### src/rtl/gpio_cond_pkg.sv
// Shared types and constants for the GPIO input conditioner: debounce FSM states,
// default debounce length and the counter width helper.
package gpio_cond_pkg;

    // 10 ms at a 50 MHz system clock.
    localparam int DEFAULT_STABLE_CYCLES = 500000;

    typedef enum logic [0:0] {
        ST_IDLE = 1'b0,
        ST_PEND = 1'b1
    } db_state_e;

    // Counter only ever holds 0..n-1, so $clog2(n) bits suffice; clamp to 1 bit minimum.
    function automatic int cnt_width(input int n);
        return (n < 2) ? 1 : $clog2(n);
    endfunction

endpackage

### src/rtl/gpio_debounce_bit.sv
// One GPIO input bit: 2-flop synchroniser, IDLE/PEND debounce FSM with a stability
// counter, and registered one-cycle rise/fall pulses aligned with the debounced output.
module gpio_debounce_bit
    import gpio_cond_pkg::*;
#(
    parameter int   STABLE_CYCLES = DEFAULT_STABLE_CYCLES,
    parameter logic RESET_BIT     = 1'b0
) (
    input  logic clk,
    input  logic reset,
    input  logic raw_in,
    output logic db_out,
    output logic rise_pulse,
    output logic fall_pulse
);

    localparam int               CNT_W    = cnt_width(STABLE_CYCLES);
    localparam logic [CNT_W-1:0] CNT_LAST = CNT_W'(STABLE_CYCLES - 1);

    logic             sync1_q, sync1_d;
    logic             s_q, s_d;
    db_state_e        state_q, state_d;
    logic [CNT_W-1:0] cnt_q, cnt_d;
    logic             db_q, db_d;
    logic             rise_q, rise_d;
    logic             fall_q, fall_d;

    always_comb begin
        sync1_d = raw_in;
        s_d     = sync1_q;
        state_d = state_q;
        cnt_d   = cnt_q;
        db_d    = db_q;
        rise_d  = 1'b0;
        fall_d  = 1'b0;
        case (state_q)
            ST_IDLE: begin
                if (s_q != db_q) begin
                    state_d = ST_PEND;
                    cnt_d   = CNT_W'(1);
                end else begin
                    cnt_d   = '0;
                end
            end
            ST_PEND: begin
                if (s_q == db_q) begin
                    // Glitch: input returned before it was stable long enough.
                    state_d = ST_IDLE;
                    cnt_d   = '0;
                end else if (cnt_q == CNT_LAST) begin
                    state_d = ST_IDLE;
                    cnt_d   = '0;
                    db_d    = ~db_q;
                    rise_d  = ~db_q;
                    fall_d  = db_q;
                end else begin
                    cnt_d   = cnt_q + CNT_W'(1);
                end
            end
            default: begin
                state_d = ST_IDLE;
                cnt_d   = '0;
            end
        endcase
    end

    always_ff @(posedge clk) begin
        if (reset) begin
            sync1_q <= RESET_BIT;
            s_q     <= RESET_BIT;
            state_q <= ST_IDLE;
            cnt_q   <= '0;
            db_q    <= RESET_BIT;
            rise_q  <= 1'b0;
            fall_q  <= 1'b0;
        end else begin
            sync1_q <= sync1_d;
            s_q     <= s_d;
            state_q <= state_d;
            cnt_q   <= cnt_d;
            db_q    <= db_d;
            rise_q  <= rise_d;
            fall_q  <= fall_d;
        end
    end

    assign db_out     = db_q;
    assign rise_pulse = rise_q;
    assign fall_pulse = fall_q;

endmodule

### src/rtl/gpio_in_conditioner.sv
// Conditions the SOPC GPIO input pins: per-bit sync + debounce + edge pulses.
// Optional sticky edge flags and IRQ when GPIO_EVT_IRQ_EN is defined.
module gpio_in_conditioner
    import gpio_cond_pkg::*;
#(
    parameter int               WIDTH         = 8,
    parameter int               STABLE_CYCLES = DEFAULT_STABLE_CYCLES,
    parameter logic [WIDTH-1:0] RESET_VAL     = '0
) (
    input  logic             clk,
    input  logic             reset,
    input  logic [WIDTH-1:0] raw_in,
    output logic [WIDTH-1:0] db_out,
    output logic [WIDTH-1:0] rise_pulse,
    output logic [WIDTH-1:0] fall_pulse
`ifdef GPIO_EVT_IRQ_EN
    ,
    output logic [WIDTH-1:0] evt_flags,
    input  logic [WIDTH-1:0] evt_clr,
    output logic             irq
`endif
);

    generate
        for (genvar gi = 0; gi < WIDTH; gi++) begin : g_bit
            gpio_debounce_bit #(
                .STABLE_CYCLES (STABLE_CYCLES),
                .RESET_BIT     (RESET_VAL[gi])
            ) u_bit (
                .clk        (clk),
                .reset      (reset),
                .raw_in     (raw_in[gi]),
                .db_out     (db_out[gi]),
                .rise_pulse (rise_pulse[gi]),
                .fall_pulse (fall_pulse[gi])
            );
        end
    endgenerate

`ifdef GPIO_EVT_IRQ_EN
    logic [WIDTH-1:0] evt_flags_q, evt_flags_d;
    logic             irq_q, irq_d;

    // A new edge in the same cycle as a clear keeps the flag set.
    always_comb begin
        evt_flags_d = (evt_flags_q & ~evt_clr) | rise_pulse | fall_pulse;
        irq_d       = |evt_flags_q;
    end

    always_ff @(posedge clk) begin
        if (reset) begin
            evt_flags_q <= '0;
            irq_q       <= 1'b0;
        end else begin
            evt_flags_q <= evt_flags_d;
            irq_q       <= irq_d;
        end
    end

    assign evt_flags = evt_flags_q;
    assign irq       = irq_q;
`endif

endmodule

### config.mk
export PLATFORM = sky130hd
export DESIGN_NAME = gpio_in_conditioner
export DESIGN_NICKNAME = d
export VERILOG_FILES = /design/src/rtl/gpio_cond_pkg.sv /design/src/rtl/gpio_debounce_bit.sv /design/src/rtl/gpio_in_conditioner.sv
export SDC_FILE = /design/constraint.sdc
export NUM_CORES = 1
export LEC_CHECK = 0
export ABC_AREA = 1
export CAP_MARGIN = 40
export CORE_ASPECT_RATIO = 0.7
export CORE_UTILIZATION = 30
export CTS_CLUSTER_DIAMETER = 100
export DETAILED_ROUTE_END_ITERATION = 6
export GPL_ROUTABILITY_DRIVEN = 0
export GPL_TIMING_DRIVEN = 0
export PLACE_DENSITY_LB_ADDON = 0.25
export SKIP_CTS_REPAIR_TIMING = 1
export SYNTH_ARGS = -nofsm -noshare
export SYNTH_HDL_FRONTEND = slang
export SYNTH_SLANG_ARGS = --single-unit
export TNS_END_PERCENT = 20
### constraint.sdc
create_clock -name clk -period 1.5 [get_ports clk]
set_input_delay 0.3 -clock clk [delete_from_list [all_inputs] [get_ports clk]]
set_output_delay 0.3 -clock clk [all_outputs]
set_load 0.005 [all_outputs]
==> results of run 1 <==
[sequential cells by signal, summed over array words and instances, names as in the netlist]
| register | count |
|---|---|
| g_bit.u_bit.cnt_q | 152 |
| g_bit.u_bit.state_q | 8 |
| g_bit.u_bit.s_d | 8 |
| g_bit.u_bit.s_q | 8 |
| g_bit.u_bit.db_out | 8 |
| g_bit.u_bit.rise_pulse | 8 |
| g_bit.u_bit.fall_pulse | 8 |
[worst min-delay path, cell delays in order]
cell     delay, ns
buf_4         0.20
nor2_2        0.08
nand2_1       0.08
nor2_1        0.04
[per-stage QoR]
step,hold WS [ns],area (um^2)
6_report,0.294,11900
5_1_grt,0.316,11900
4_1_cts,0.280,11500
3_5_place_dp,0.396,10900
3_3_place_gp,0.394,10900
2_1_floorplan,0.388,10000
[Yosys cell counts]
cell	n
inv_2	1
clkinv_4	1
or2_1	1
nor3_4	1
a21boi_0	1
buf_12	1
inv_1	200
nor2_4	5
nand2_1	376
and2_0	1
nand4_1	31
nand3_4	1
o21ai_2	1
ha_1	8
dfxtp_1	200
or2_2	8
xor2_1	48
buf_1	1
nor3_2	3
buf_4	26
or2_0	5
nand3_2	3
xnor2_1	14
buf_2	6
and2_1	1
a21boi_1	1
nand3_1	95
nand3b_1	7
nor2_2	25
o21bai_4	1
a21oi_1	52
nor3_1	17
nor2_1	302
buf_6	5
nand2_2	8
nand2_4	1
o21ai_0	23
o21bai_1	3
a21oi_2	4
[cell type report]
cell class              instances  share of cell area
clock inverters                13              0.0125
repair buffers                 48              0.0346
clock buffers                  19              0.0371
plain buffers                  39              0.0270
multi-input cells            1048               0.438
well taps                     427              0.0448
flip-flops and latches        200               0.342
inverters                     202              0.0640
[worst max-delay path by stage]
stage                     slack [ns]                          startpoint                                   to
final                           0.02  g_bit[3].u_bit.cnt_q[1]$_SDFF_PP0_   g_bit[3].u_bit.cnt_q[9]$_SDFF_PP0_
after global routing            -0.1  g_bit[6].u_bit.cnt_q[0]$_SDFF_PP0_  g_bit[6].u_bit.cnt_q[12]$_SDFF_PP0_
after CTS                      -0.36  g_bit[7].u_bit.db_out$_SDFFE_PP0P_                            db_out[7]
after detailed placement       -0.31  g_bit[2].u_bit.cnt_q[0]$_SDFF_PP0_  g_bit[2].u_bit.cnt_q[11]$_SDFF_PP0_
after global placement         -0.34  g_bit[2].u_bit.cnt_q[0]$_SDFF_PP0_  g_bit[2].u_bit.cnt_q[10]$_SDFF_PP0_
after floorplan                 0.05  g_bit[2].u_bit.cnt_q[0]$_SDFF_PP0_   g_bit[2].u_bit.cnt_q[9]$_SDFF_PP0_
[routing by layer]
metal / track usage / part of all wire
met5: 0 / 0
met4: 0.0453 / 0.014
met3: 0.0287 / 0.037
met2: 0.191 / 0.39
met1: 0.206 / 0.55
[where the power goes]
group	internal, mW	switching, mW
Combinational	0.0540	0.0805
Sequential	5.32	0.0212
Clock	2.43	2.29
Total	7.80	2.39
[kinds of logic (layout without fill, tap and decap cells)]
family,Yosys count,in the layout,synth area share
AO/OA/AOI/OAI,86,86,0.0475
XOR/XNOR,62,62,0.0542
adder cells (fa/ha/maj),8,8,0.0100
buffers and inverters,241,321,0.107
flip-flops,200,200,0.400
AND/OR/NAND/NOR,891,892,0.382
==> impl_metrics.py, run 1 <==
metrics = {
    "status": {
        "status": "complete, but fails checks",
        "failed_checks": "DRC",
    },
    "die": {
        "start_util": 0.308,
        "ios": 34,
        "fp.dieW_um": 220,
        "rows": 55,
        "dieArea_um2": 34100,
        "die_y_um": 155,
        "fp.coreArea_um2": 32600,
    },
    "cts": {
        "clock_latency_ns": 0.46,
        "cts_tree": "done",
        "root_buffer": "clkbuf_16",
        "cts_buffer_depth": 2,
        "h-tree-depth": 4,
        "cts_made_buffers": 17,
        "cts_sinks": 200,
        "clk_pin_slew_ns": 0.08,
    },
    "worst_setup_path": {
        "max_stage_delay_ns": 0.35,
        "path_delay_family": "simple AND/OR/NAND/NOR gates",
        "r2r_cells": 7,
        "critPathSlowestCell": "dfxtp_2",
        "r2r_setup_slack_ns": 0.02,
        "crit_required_ns": 1.84,
        "crit_type": "reg2reg",
        "critPathBufInv": 2,
        "path_max_fanout": 10,
        "crit_path_end_kind": "flip-flop",
        "critPathArrivalTime_ns": 1.82,
        "worstReg2RegEnd": "g_bit[3].u_bit.cnt_q[9]$_SDFF_PP0_",
        "crit_chain": "ha_4 > inv_2 > nor2_4 > nand3_4 > o21bai_4 > buf_6 > nor2_1",
        "cp.depth": 7,
        "cp-start-kind": "flip-flop",
        "r2r_start": "g_bit[3].u_bit.cnt_q[1]$_SDFF_PP0_",
    },
    "global_routing": {
        "grt-ovfl-total": 0,
        "grt_pass1_wl_mm": 37.5,
        "grt_use_total": 0.137,
        "grt_pass1_vias": 7805,
        "grt_max_degree": 20,
        "antenna_found_initial": 0,
    },
    "final_layout": {
        "nFillCells": 3445,
        "syn_to_final_growth_pct": 19.2,
        "final_util": 0.367,
        "most-common-layout-cells": "nand2_1, nor2_1, inv_1",
        "layout-drive-gt1-share": 0.161,
        "multiInputGateArea_um2": 5230,
        "nNetsFinal": 1574,
        "num_antenna_cells": 0,
        "layout_commonest_cell": "nand2_1",
        "seqCellArea_um2": 4080,
        "fin_cells": 1996,
    },
    "routing": {
        "vias_per_cell": 4.38,
        "drtIter0Drc": 655,
        "remaining_drc_errors": 2,
        "wl_mm": 22.5,
        "ant_nets": 0,
        "wl_per_cell_um": 11.3,
        "dr.pass1.iters": 7,
        "vias": 8735,
    },
    "place": {
        "io_buffers": 32,
        "hpwl_mm": 16.6,
        "dp_cells": 1947,
        "place_ws_ns": -0.308,
    },
    "timing": {
        "final_max_slew_viol_count": 0,
        "max_slew.worst_pin.slew_ns": 0.523,
        "setup_slack_ns": 0.0185,
        "rsz0062_at_grt": "true",
        "skew_ns": 0.0148,
        "hold_viol": 0,
        "setup_viol": 0,
        "tns_ns": 0,
        "timing.max_slew.rel_slack": 0.651,
        "max_freq_mhz": 675,
        "min_period_ns": 1.48,
        "final.period_utilization": 0.988,
    },
    "yosys": {
        "yosysTopAreaCellShare": 0.400,
        "ys_seq_elements": 200,
        "netlist_instances": 1488,
        "synth_sequential_area_ratio": 0.400,
        "yosysTopAreaCell": "dfxtp_1",
        "syn_nets": 1506,
        "synth.top_cells.by_area": "dfxtp_1, nand2_1, nor2_1",
        "synth_area_um2": 10000,
        "synth.distinct_cells": 39,
        "avgSynthCellArea_um2": 6.73,
        "synth_warnings": 0,
    },
    "hold_path": {
        "holdPathEnd": "g_bit[7].u_bit.cnt_q[0]$_SDFF_PP0_",
        "min_from": "reset",
        "whs_path_depth": 4,
        "min_path_type": "in2reg",
    },
    "pwr": {
        "vdd.ir_drop.worst_uv": 758,
        "p_leak_nw": 4.17,
        "pwr_density_cell_nw_per_um2": 854,
        "finalPower_mw": 10.2,
    },
    "job": {
        "maxCapViolations": 0,
    },
}
(Power assumes the default switching activity.)
==> run 2, diff against run 1 <==
Settings changed: ABC_CLOCK_PERIOD_IN_PS set to 1500.
==> results of run 2 <==
Same layout as run 1: the final DEF is identical, and so are final timing and power.
==> run 3, diff against run 2 <==
Settings changed: ABC_AREA 1 to not set, CORE_MARGIN set to 1.
==> run 3 against run 2 <==
Net effect: the run ends with DRC, setup timing left; clock skew is 0.00079 ns higher; first-iteration DRC count is 59% lower; worst setup slack worse by 0.51 ns; combinational power is 3% lower; wire length is 11% lower; core utilization is 3.3 points higher; clock-buffer cell count is 2 lower; register-to-register slack worse by 0.51 ns; critical endpoint is now g_bit[4].u_bit.cnt_q[18]$_SDFF_PP0_; largest power group unchanged; highest routed layer unchanged.
==> impl_metrics.py, run 3 <==
metrics = {
    "yosys": {
        "yosysTopAreaCellShare": 0.454,
        "yosysTopAreaCell": "dfxtp_1",
        "synth.top_cells.by_area": "dfxtp_1, xnor2_1, nor2_1",
        "netlist_top_cells_count": "dfxtp_1, nor2_1, xnor2_1",
        "syn_nets": 1022,
        "synthFlopType": "dfxtp_1",
        "synth_area_um2": 8830,
        "netlist_instances": 1004,
        "yosys.cell_count.top_type": "dfxtp_1",
        "synthArstFlopShare": 0,
        "synth_edf_count": 0,
        "synth.distinct_cells": 52,
        "synth_warnings": 0,
        "avgSynthCellArea_um2": 8.79,
        "synth_sequential_area_ratio": 0.454,
        "ys_seq_elements": 200,
    },
    "cts": {
        "root_buffer": "clkbuf_16",
        "cts_made_buffers": 17,
        "cts_sinks": 200,
        "cts_tree": "done",
        "clock_latency_ns": 0.44,
        "clk_pin_slew_ns": 0.08,
        "h-tree-depth": 4,
        "cts_buffer_depth": 2,
    },
    "final_layout": {
        "largest_register_ffs": 152,
        "finalInstanceArea_um2": 11500,
        "largest_register": "g_bit.u_bit.cnt_q",
        "num_antenna_cells": 0,
        "syn_to_final_growth_pct": 30.7,
        "nNetsFinal": 1126,
        "layout-drive-gt1-share": 0.288,
        "most-common-layout-cells": "dfxtp_1, nor2_1, buf_4",
        "layout_commonest_cell": "dfxtp_1",
        "fin_cells": 1498,
        "final_util": 0.399,
    },
    "pwr": {
        "finalPower_mw": 10.1,
        "vdd.ir_drop.worst_uv": 720,
        "p_leak_nw": 3.50,
        "pwr_density_cell_nw_per_um2": 875,
    },
    "die": {
        "fp.coreArea_um2": 28900,
        "die_y_um": 146,
        "dieArea_um2": 30100,
        "ios": 34,
        "start_util": 0.306,
        "fp.dieW_um": 207,
        "rows": 52,
    },
    "place": {
        "post_dp_cell_area_um2": 9710,
        "place_ws_ns": -1.27,
        "io_buffers": 33,
        "dp_cells": 1415,
        "hpwl_mm": 13.3,
    },
    "routing": {
        "ant_nets": 0,
        "vias": 7187,
        "vias_per_cell": 4.80,
        "drtIter0Drc": 269,
        "wl_mm": 20.2,
        "wl_per_cell_um": 13.5,
        "dr.pass1.iters": 7,
        "remaining_drc_errors": 3,
    },
    "global_routing": {
        "grt_pass1_wl_mm": 30.9,
        "antenna_found_initial": 0,
        "grt-ovfl-total": 0,
        "grt_max_degree": 20,
        "grt_pass1_vias": 6024,
        "grt_use_total": 0.125,
    },
    "timing": {
        "timing.max_slew.rel_slack": 0.510,
        "setup_viol": 160,
        "max_freq_mhz": 501,
        "final_max_slew_viol_count": 0,
        "skew_ns": 0.0156,
        "min_period_ns": 2.00,
        "rsz0062_at_grt": "true",
        "holdWs_ns": 0.379,
        "max_slew.worst_pin.slew_ns": 0.736,
        "final.period_utilization": 1.33,
        "tns_ns": -32.19,
        "setup_slack_ns": -0.496,
        "hold_viol": 0,
    },
    "worst_setup_path": {
        "crit_type": "reg2reg",
        "cp-start-kind": "flip-flop",
        "crit_path_end_kind": "flip-flop",
        "critPathArrivalTime_ns": 2.37,
        "r2r_cells": 6,
        "crit_required_ns": 1.87,
        "path_max_fanout": 5,
    },
    "hold_path": {
        "whs_path_depth": 4,
        "min_path_type": "in2reg",
    },
    "status": {
        "status": "complete, but fails checks",
        "failed_checks": "DRC, setup timing",
    },
    "job": {
        "maxCapViolations": 0,
    },
}
[run 3: power breakdown]
group	switching [mW]	leakage, nW	total (mW)	internal (mW)
combinational	0.0674	1.56	0.131	0.0638
sequential	0.0266	1.65	5.33	5.30
clock	2.27	0.291	4.64	2.38
[run 3: cell type report]
class,instances,area (um^2)
sequential,200,4120
clock buffer,17,425
timing repair buffer,90,751
inverter,35,131
tap,378,473
fill,2890,17300
clock inverter,14,165
buffer,47,365
multi-input combinational,717,5110
[run 3: cells by family after synthesis]
kind of cell	Yosys count	synth area share
and+or+nand+nor	514	0.312
adders and majority gates	8	0.0113
DFF	200	0.454
muxes	6	0.00680
buffers and inverters	87	0.0485
xor gates and xnor gates	123	0.122
AOI/OAI and AO/OA	66	0.0458
[run 3: routing by layer]
metal  up-vias  wire (um)  global-route usage
met5         -          0                   0
met4         0        127              0.0384
met3        12        745              0.0285
met2       103       8440               0.168
met1      3350      10800               0.191
li1       3722          -                   -
[run 3: worst paths after layout]
| kind | startpoint | end | slack, ns |
|---|---|---|---|
| worst max-delay path | g_bit[4].u_bit.cnt_q[0]$_SDFF_PP0_ | g_bit[4].u_bit.cnt_q[18]$_SDFF_PP0_ | -0.50 |
| worst min-delay path | reset | g_bit[0].u_bit.cnt_q[2]$_SDFF_PP0_ | 0.38 |
| worst max register to register | g_bit[4].u_bit.cnt_q[0]$_SDFF_PP0_ | g_bit[4].u_bit.cnt_q[18]$_SDFF_PP0_ | -0.50 |
| worst min register to register | g_bit[5].u_bit.state_q$_SDFF_PP0_ | g_bit[5].u_bit.cnt_q[0]$_SDFF_PP0_ | 0.43 |
[run 3: worst max-delay path: stages, from the launching register on]
cell	delay, ns
dfxtp_4	0.38
ha_4	0.16
nand4_1	0.16
buf_4	0.20
or4_1	0.54
or3_1	0.33
a21oi_1	0.16
